==> src/rtl/lzc_share_arbiter.sv <==
// Round-robin arbiter sharing one 16-bit leading-zero counter between NREQ requesters.
// Bursts (req_last=0) lock the grant to one owner; the result is registered with the requester ID.
module lzc_share_arbiter #(
  parameter int NREQ = 4,
  parameter int IDW  = 2
) (
  input  logic                 clk,
  input  logic                 rst_n,
  input  logic [NREQ-1:0]      req_valid,
  output logic [NREQ-1:0]      req_ready,
  input  logic [16*NREQ-1:0]   req_data,
  input  logic [NREQ-1:0]      req_inv,
  input  logic [NREQ-1:0]      req_last,
  output logic                 rsp_valid,
  input  logic                 rsp_ready,
  output logic [IDW-1:0]       rsp_id,
  output logic [3:0]           rsp_count,
  output logic                 rsp_zero
);

  typedef enum logic {IDLE, LOCKED} state_t;

  state_t          state_reg;
  logic [IDW-1:0]  rr_ptr_reg;
  logic [IDW-1:0]  owner_reg;
  logic            rsp_valid_reg;
  logic [IDW-1:0]  rsp_id_reg;
  logic [3:0]      rsp_count_reg;
  logic            rsp_zero_reg;

  logic [15:0]     word [NREQ];
  logic [IDW-1:0]  cand [NREQ];
  logic [NREQ-1:0] cand_valid;
  logic            gnt_any;
  logic [IDW-1:0]  gnt_idx;
  logic            slot_free;
  logic            accept;
  logic [15:0]     operand;
  logic [3:0]      lzc_cnt;
  logic            lzc_zero;

  // cand[k] is the (k+1)-th requester after rr_ptr in round-robin order.
  genvar gi;
  generate
    for (gi = 0; gi < NREQ; gi++) begin : g_req
      logic [IDW:0] sum;
      assign word[gi]       = req_data[16*gi +: 16];
      assign sum            = {1'b0, rr_ptr_reg} + (IDW+1)'(gi + 1);
      assign cand[gi]       = (sum >= (IDW+1)'(NREQ)) ? IDW'(sum - (IDW+1)'(NREQ)) : IDW'(sum);
      assign cand_valid[gi] = req_valid[cand[gi]];
      assign req_ready[gi]  = gnt_any && (gnt_idx == IDW'(gi)) && req_valid[gi] && slot_free;
    end
  endgenerate

  always_comb begin
    gnt_any = 1'b0;
    gnt_idx = '0;
    if (state_reg == LOCKED) begin
      gnt_any = 1'b1;
      gnt_idx = owner_reg;
    end else begin
      // Descending scan so the nearest candidate after rr_ptr is the last assignment.
      for (int k = NREQ - 1; k >= 0; k--) begin
        if (cand_valid[k]) begin
          gnt_any = 1'b1;
          gnt_idx = cand[k];
        end
      end
    end
  end

  assign slot_free = !rsp_valid_reg || rsp_ready;
  assign accept    = |req_ready;
  assign operand   = req_inv[gnt_idx] ? ~word[gnt_idx] : word[gnt_idx];

  // All-zero operand reports 15 with the zero flag; the highest set bit otherwise wins.
  always_comb begin
    lzc_cnt  = 4'd15;
    lzc_zero = 1'b1;
    for (int b = 0; b < 16; b++) begin
      if (operand[b]) begin
        lzc_cnt  = 4'(15 - b);
        lzc_zero = 1'b0;
      end
    end
  end

  always_ff @(posedge clk or negedge rst_n) begin
    if (!rst_n) begin
      state_reg     <= IDLE;
      rr_ptr_reg    <= IDW'(NREQ - 1);
      owner_reg     <= '0;
      rsp_valid_reg <= 1'b0;
      rsp_id_reg    <= '0;
      rsp_count_reg <= '0;
      rsp_zero_reg  <= 1'b0;
    end else begin
      if (accept) begin
        rsp_valid_reg <= 1'b1;
        rsp_id_reg    <= gnt_idx;
        rsp_count_reg <= lzc_cnt;
        rsp_zero_reg  <= lzc_zero;
        if (req_last[gnt_idx]) begin
          rr_ptr_reg <= gnt_idx;
          state_reg  <= IDLE;
        end else begin
          owner_reg  <= gnt_idx;
          state_reg  <= LOCKED;
        end
      end else if (rsp_ready) begin
        rsp_valid_reg <= 1'b0;
      end
    end
  end

  assign rsp_valid = rsp_valid_reg;
  assign rsp_id    = rsp_id_reg;
  assign rsp_count = rsp_count_reg;
  assign rsp_zero  = rsp_zero_reg;

endmodule

==> config.mk <==
export PLATFORM = sky130hd
export DESIGN_NAME = lzc_share_arbiter
export DESIGN_NICKNAME = d
export VERILOG_FILES = /design/src/rtl/lzc_share_arbiter.sv
export SDC_FILE = /design/constraint.sdc
export NUM_CORES = 1
export LEC_CHECK = 0
export CORE_MARGIN = 2
export CORE_UTILIZATION = 40
export CTS_CLUSTER_SIZE = 28
export DETAILED_ROUTE_END_ITERATION = 10
export HOLD_SLACK_MARGIN = 0.06
export PLACE_DENSITY = 0.82
export SYNTH_ARGS = -nofsm -noshare
export SYNTH_HDL_FRONTEND = slang
export SYNTH_SLANG_ARGS = --single-unit
==> constraint.sdc <==
create_clock -name clk -period 3.8 [get_ports clk]
set_input_delay 0.38 -clock clk [delete_from_list [all_inputs] [get_ports clk]]
set_output_delay 0.38 -clock clk [all_outputs]
set_load 0.005 [all_outputs]
# Word level (Yosys, flattened, before mapping)
# Cells that the tools add are included.
# W data, S select, Z words.
[op_classes] addsub=8 order_cmp=10 eq_ne=3 n_mux=64 bitwise_logic=3 n_reduce_logical=19
[op_table] op="$mux W4" n=14
[op_table] op="$mux W16" n=3
[op_table] op="$bmux W16 S2" n=1
[op_table] op="$mux W1" n=31
[op_table] op="$mux W2" n=9
[op_table] op="$not A16 Y16" n=1
[op_table] op="$ge A3 B3 Y1 const B" n=5
[op_table] op="$lt A2 B3 Y1 const B" n=5
[op_table] op="$bmux W1 S2" n=6
[op_table] op="$logic_and A1 B1 Y1" n=12
[op_table] op="$sub A2 B1 Y2 const B" n=4
[op_table] op="$add A2 B2 Y3 const B" n=2
[op_table] op="$eq A2 B2 Y1 const B" n=2
[op_table] op="$reduce_and A2 Y1" n=2
[op_table] op="$reduce_or A4 Y1" n=1
[op_table] op="$add A2 B1 Y3 const B" n=1
[op_table] op="$add A2 B3 Y3 const B" n=1
[op_table] op="$not A2 Y3" n=1
[op_table] op="$eq A2 B1 Y1 const B" n=1
[op_table] op="$logic_not A2 Y1" n=1
[op_table] op="$reduce_bool A2 Y1" n=1
[op_table] op="$logic_not A1 Y1" n=1
[op_table] op="$logic_or A1 B1 Y1" n=1
[op_table] op="$not A1 Y1" n=1
[word_totals] register_bits=13 inputBits=79 output_inout_bits=12 elab_cells=114

# Depth between registers and ports, before layout
[depth] word_depth=32 ltp_mapped=12 ltp_nobuf=9

# Worst setup path after synthesis
# No wires, ideal clock.
[synth_timing] path_type="reg2reg" from="register rr_ptr_reg[1]" to="register rsp_count_reg[1] (netlist: rsp_count[1])" setup_time_ns=0.092 arrival_ns=2.737 required_ns=3.708 slack_ns=0.971 stages_incl_launch_ff=11 path_buffers=2 period_less_slack_ns=2.829 cell_sequence="dfstp_2 > buf_6 > nand3b_1 > a311o_1 > nand2_2 > buf_6 > mux2_2 > mux2_2 > nor3_1 > a2111oi_4 > o31ai_2"
[synth_via] elab_chain_len=30 word_cells_on_any_way=73 cone_classes="add/sub: 8; order compare: 4; eq/ne: 3; mux: 42; bitwise: 2; reduce/logical: 14"
[synth_rtl] element="start, declared" line="24" source="logic [IDW-1:0] rr_ptr_reg;"
[synth_rtl] element="start signal, assigned" line="91" source="rr_ptr_reg <= IDW'(NREQ - 1);"
[synth_rtl] element="start signal, assigned" line="104" source="rr_ptr_reg <= gnt_idx;"
[synth_rtl] element="$add A2 B3 Y3" line="48" source="assign sum = {1'b0, rr_ptr_reg} + (IDW+1)'(gi + 1);"
[synth_rtl] element="$ge A3 B3 Y1 / $sub A2 B1 Y2 (equally long branches)" line="49" source="assign cand[gi] = (sum >= (IDW+1)'(NREQ)) ? IDW'(sum - (IDW+1)'(NREQ)) : IDW'(sum);"
[synth_rtl] element="$mux W2" line="49"
[synth_rtl] element="$bmux W1 S2" line="50" source="assign cand_valid[gi] = req_valid[cand[gi]];"
[synth_rtl] element="$mux W1 (not written as such)" line="50"
[synth_rtl] element="$mux W2 (4 in a row)" line="64" source="if (cand_valid[k]) begin"
[synth_rtl] element="$mux W2" line="58" source="if (state_reg == LOCKED) begin"
[synth_rtl] element="$not A2 Y3 (not written as such)" line="74" source="assign operand = req_inv[gnt_idx] ? ~word[gnt_idx] : word[gnt_idx];"
[synth_rtl] element="$bmux W16 S2" line="74"
[synth_rtl] element="$mux W16 (not written as such) (2 in a row)" line="74"
[synth_rtl] element="$not A16 Y16" line="74"
[synth_rtl] element="$mux W16" line="74"
[synth_rtl] element="$mux W4 (14 in a row)" line="81" source="if (operand[b]) begin"
[synth_rtl] element="end signal, assigned" line="101" source="rsp_count_reg <= lzc_cnt;"
[synth_rtl] element="end, declared" line="28" source="logic [3:0] rsp_count_reg;"
# Parallel ways exist; a longest one is shown, timed or not. The select of a mux whose other input is x is not followed.
# A chain may end at the register's enable or synchronous reset.

# Worst setup path after layout
[layout_timing] from="input req_valid[2]" to="register rsp_count_reg[0] (netlist: rsp_count[0])"
[layout_via] elab_chain_len=28 word_cells_on_any_way=58 cone_classes="eq/ne: 3; mux: 39; bitwise: 2; reduce/logical: 14"
[layout_rtl] element="start, declared" line="9" source="input logic [NREQ-1:0] req_valid,"
[layout_rtl] element="$bmux W1 S2" line="50"
[layout_rtl] element="$mux W1 (not written as such)" line="50"
[layout_rtl] element="$mux W2 (4 in a row)" line="64"
[layout_rtl] element="$mux W2" line="58"
[layout_rtl] element="$not A2 Y3 (not written as such)" line="74"
[layout_rtl] element="$bmux W16 S2" line="74"
[layout_rtl] element="$mux W16 (not written as such) (2 in a row)" line="74"
[layout_rtl] element="$not A16 Y16" line="74"
[layout_rtl] element="$mux W16" line="74"
[layout_rtl] element="$mux W1" line="81"
[layout_rtl] element="$mux W4 (14 in a row)" line="81"
# Parallel ways exist; a longest one is shown, timed or not. The select of a mux whose other input is x is not followed.

==> impl_metrics.toml <==
[placement]
dp_hpwl_um = 4238
place.gp.congestion = 0.9037
port_buffers = 90

[clocking]
post-cts-setup-buffers = 0
cts_resized = 0
clk_latency_ns = 0.24
cts_root_buf = "clkbuf_8"
tritoncts = "yes"
clkSinkCount = 13
cts_buffers = 3
cts_max_level = 1
ctsLongestPathBuffers = 2
hold_buffers = 0
clk_pin_slew_ns = 0.05

[synth]
synth.yosys.seq_area_share = 0.1922
syn_area_sq_mm = 0.001705
avgSynthCellArea_sq_um = 8.929
yosys_warnings = 0
syn_inst = 191
synthDistinctLibCells = 47
async_reset_ff_frac = 1.000
synth_enable_flop_cells = 0
synth.ff_latch_count = 13
synth_flop_cell = "dfrtp_1"
syn_nets = 270

[global_route]
grtUsageTotal = 0.2077
use_met2 = 0.3868
grt_max_degree = 19
grt.busiest_layer = "met2"
antenna_found_initial = 0
use_met3 = 0.02907
grt-ovfl-total = 0
grt_first_pass_wirelength_um = 8404
grt_pass1_vias = 1821
met1_usage = 0.2536

[job]
cap_violations = 0

[worst_hold_path]
worstHoldPathType = "flop to flop"
min-delay-start = "rsp_count[3]$_DFFE_PN0P_"

[sta]
whs_ns = 0.4790
slew-limit-headroom = 0.5181
finalSetupViolCount = 0
hold_viol = 0
skew_ns = 0.0007959
tightest_slew_ns = 0.7089
timing.fmax_mhz = 293.0
tns_ns = 0
rsz0062_at_grt = "no"
layout_min_cycle_time_ns = 3.413
fin_crit_sh = 0.8982
slew_violations = 0

[floorplan]
die_area_sq_mm = 0.004802
die_x_um = 69.30
io_pins = 91
core-area_sq_mm = 0.004058
dieHeight_um = 69.30
rows = 23
initial_utilization = 0.4203

[drt]
routed_wl_um = 4968
drt-pass1-iter-count = 4
via_count = 1880
viasPerCell = 5.612
wire_per_inst_um = 14.83
ant_nets = 0
drt_drc_violations_left = 0
drtIter0Drc = 84

[worst_setup_path]
crit_path_end_kind = "flop"
timing.setup.critical_path_class = "input port to flop"
startpoint_type = "input port"
worstReg2RegStart = "rr_ptr_reg[1]$_DFFE_PN1P_"
cp.required_ns = 3.95
critPathMaxFanout = 15
crit_arrival_ns = 3.56
critical_path.startpoint = "req_valid[2]"
rrSetupSlack_ns = 0.62

[layout]
fill_cells = 347
largest_reg_flops = 4
final_cell_mix = "clkdlybuf4s50_1, mux2i_1, nand2_1, dfrtp_1, a21oi_1"
final_common_cell = "clkdlybuf4s50_1"
n_antenna_cell = 0
syn2layout_area_growth_pct = 59.06
nets = 365
drive_gt1_frac = 0.1088

[power]
p_per_area_mw_per_mm2 = 784.2
peakVddDrop_mv = 0.4426
power_leakage_nw = 1.147

[outcome]
status = "finished, final reports clean"
-- path summary, 6_finish.rpt --
| path | end | cells past startpoint |
|---|---|---|
| max | rsp_count[0]$_DFFE_PN0P_ | 11 |
| min | rsp_count[3]$_DFFE_PN0P_ | 1 |
| max reg2reg | rsp_count[0]$_DFFE_PN0P_ | 10 |
| min reg2reg | rsp_count[3]$_DFFE_PN0P_ | 1 |
| max in group asynchronous | rr_ptr_reg[0]$_DFFE_PN1P_ | 1 |
| min in group asynchronous | state_reg$_DFFE_PN0P_ | 1 |
-- area by class of cell --
class,count,area (sq um),share of cell area
multi-input combinational,166,1301,0.4797
clock buffer,4,45.04,0.01661
timing repair buffer,98,960.9,0.3542
sequential,13,327.8,0.1208
inverter,4,15.01,0.005535
tap,50,62.56,0.02306
-- metal layers --
| metal | share of wire | vias to the layer above |
|---|---|---|
| met5 | 0 | - |
| met4 | 0.0079 | 0 |
| met3 | 0.052 | 4 |
| met2 | 0.54 | 65 |
| met1 | 0.40 | 888 |
| li1 | - | 923 |
-- cells in the mapped netlist (3+ instances only) --
cell	number	share of area
o22ai_1	3	0.011
buf_6	4	0.026
inv_1	4	0.0088
mux2i_1	52	0.31
a21oi_1	10	0.029
a21o_1	3	0.013
dfrtp_1	11	0.16
o211ai_1	4	0.018
o21ai_0	9	0.026
o31ai_1	3	0.013
nor2_1	5	0.011
nand2_1	15	0.033
nand2b_1	5	0.018
or3_1	3	0.011
nand3_1	9	0.026
mux2_2	7	0.046
a31oi_1	3	0.011
-- power by group --
part           total (mW)  switching (mW)  internal (mW)  leakage [nW]
sequential          0.268          0.0560          0.212         0.156
clock               0.123          0.0488         0.0741        0.0228
combinational        1.74           0.912          0.824         0.968
total                2.13            1.02           1.11          1.15
-- critical path, stage by stage --
cell and delay (ns):
clkdlybuf4s50_1 0.63, nand2b_4 0.08, a311o_1 0.36, a221o_2 0.47
nand2_8 0.13, buf_4 0.27, mux2i_1 0.47, o211ai_1 0.16
o211ai_1 0.15, a41oi_1 0.18, o31ai_1 0.26
-- logic make-up after synthesis --
family / count (synthesis) / synth area share
AOI/OAI and AO/OA: 50 / 0.2128
buffers and inverters: 12 / 0.04768
DFF: 13 / 0.1922
muxes: 60 / 0.3595
and+or+nand+nor: 56 / 0.1878
-- per-stage QoR --
stage | power [mW] | setup WS (ns) | utilization | cells | area, sq um
finish | 2.127 | 0.3869 | 0.6685 | 335 | 2713
global route | 2.311 | 0.1614 | 0.6685 | 335 | 2713
CTS | 2.130 | 0.3965 | 0.6685 | 335 | 2713
detailed placement | 2.003 | 0.1591 | 0.6574 | 331 | 2668
global placement | 1.963 | 0.2581 | 0.6574 | 331 | 2668
floorplan | 1.548 | 0.9713 | - | 191 | 1705
No activity file was read; power rests on OpenSTA's default activity.
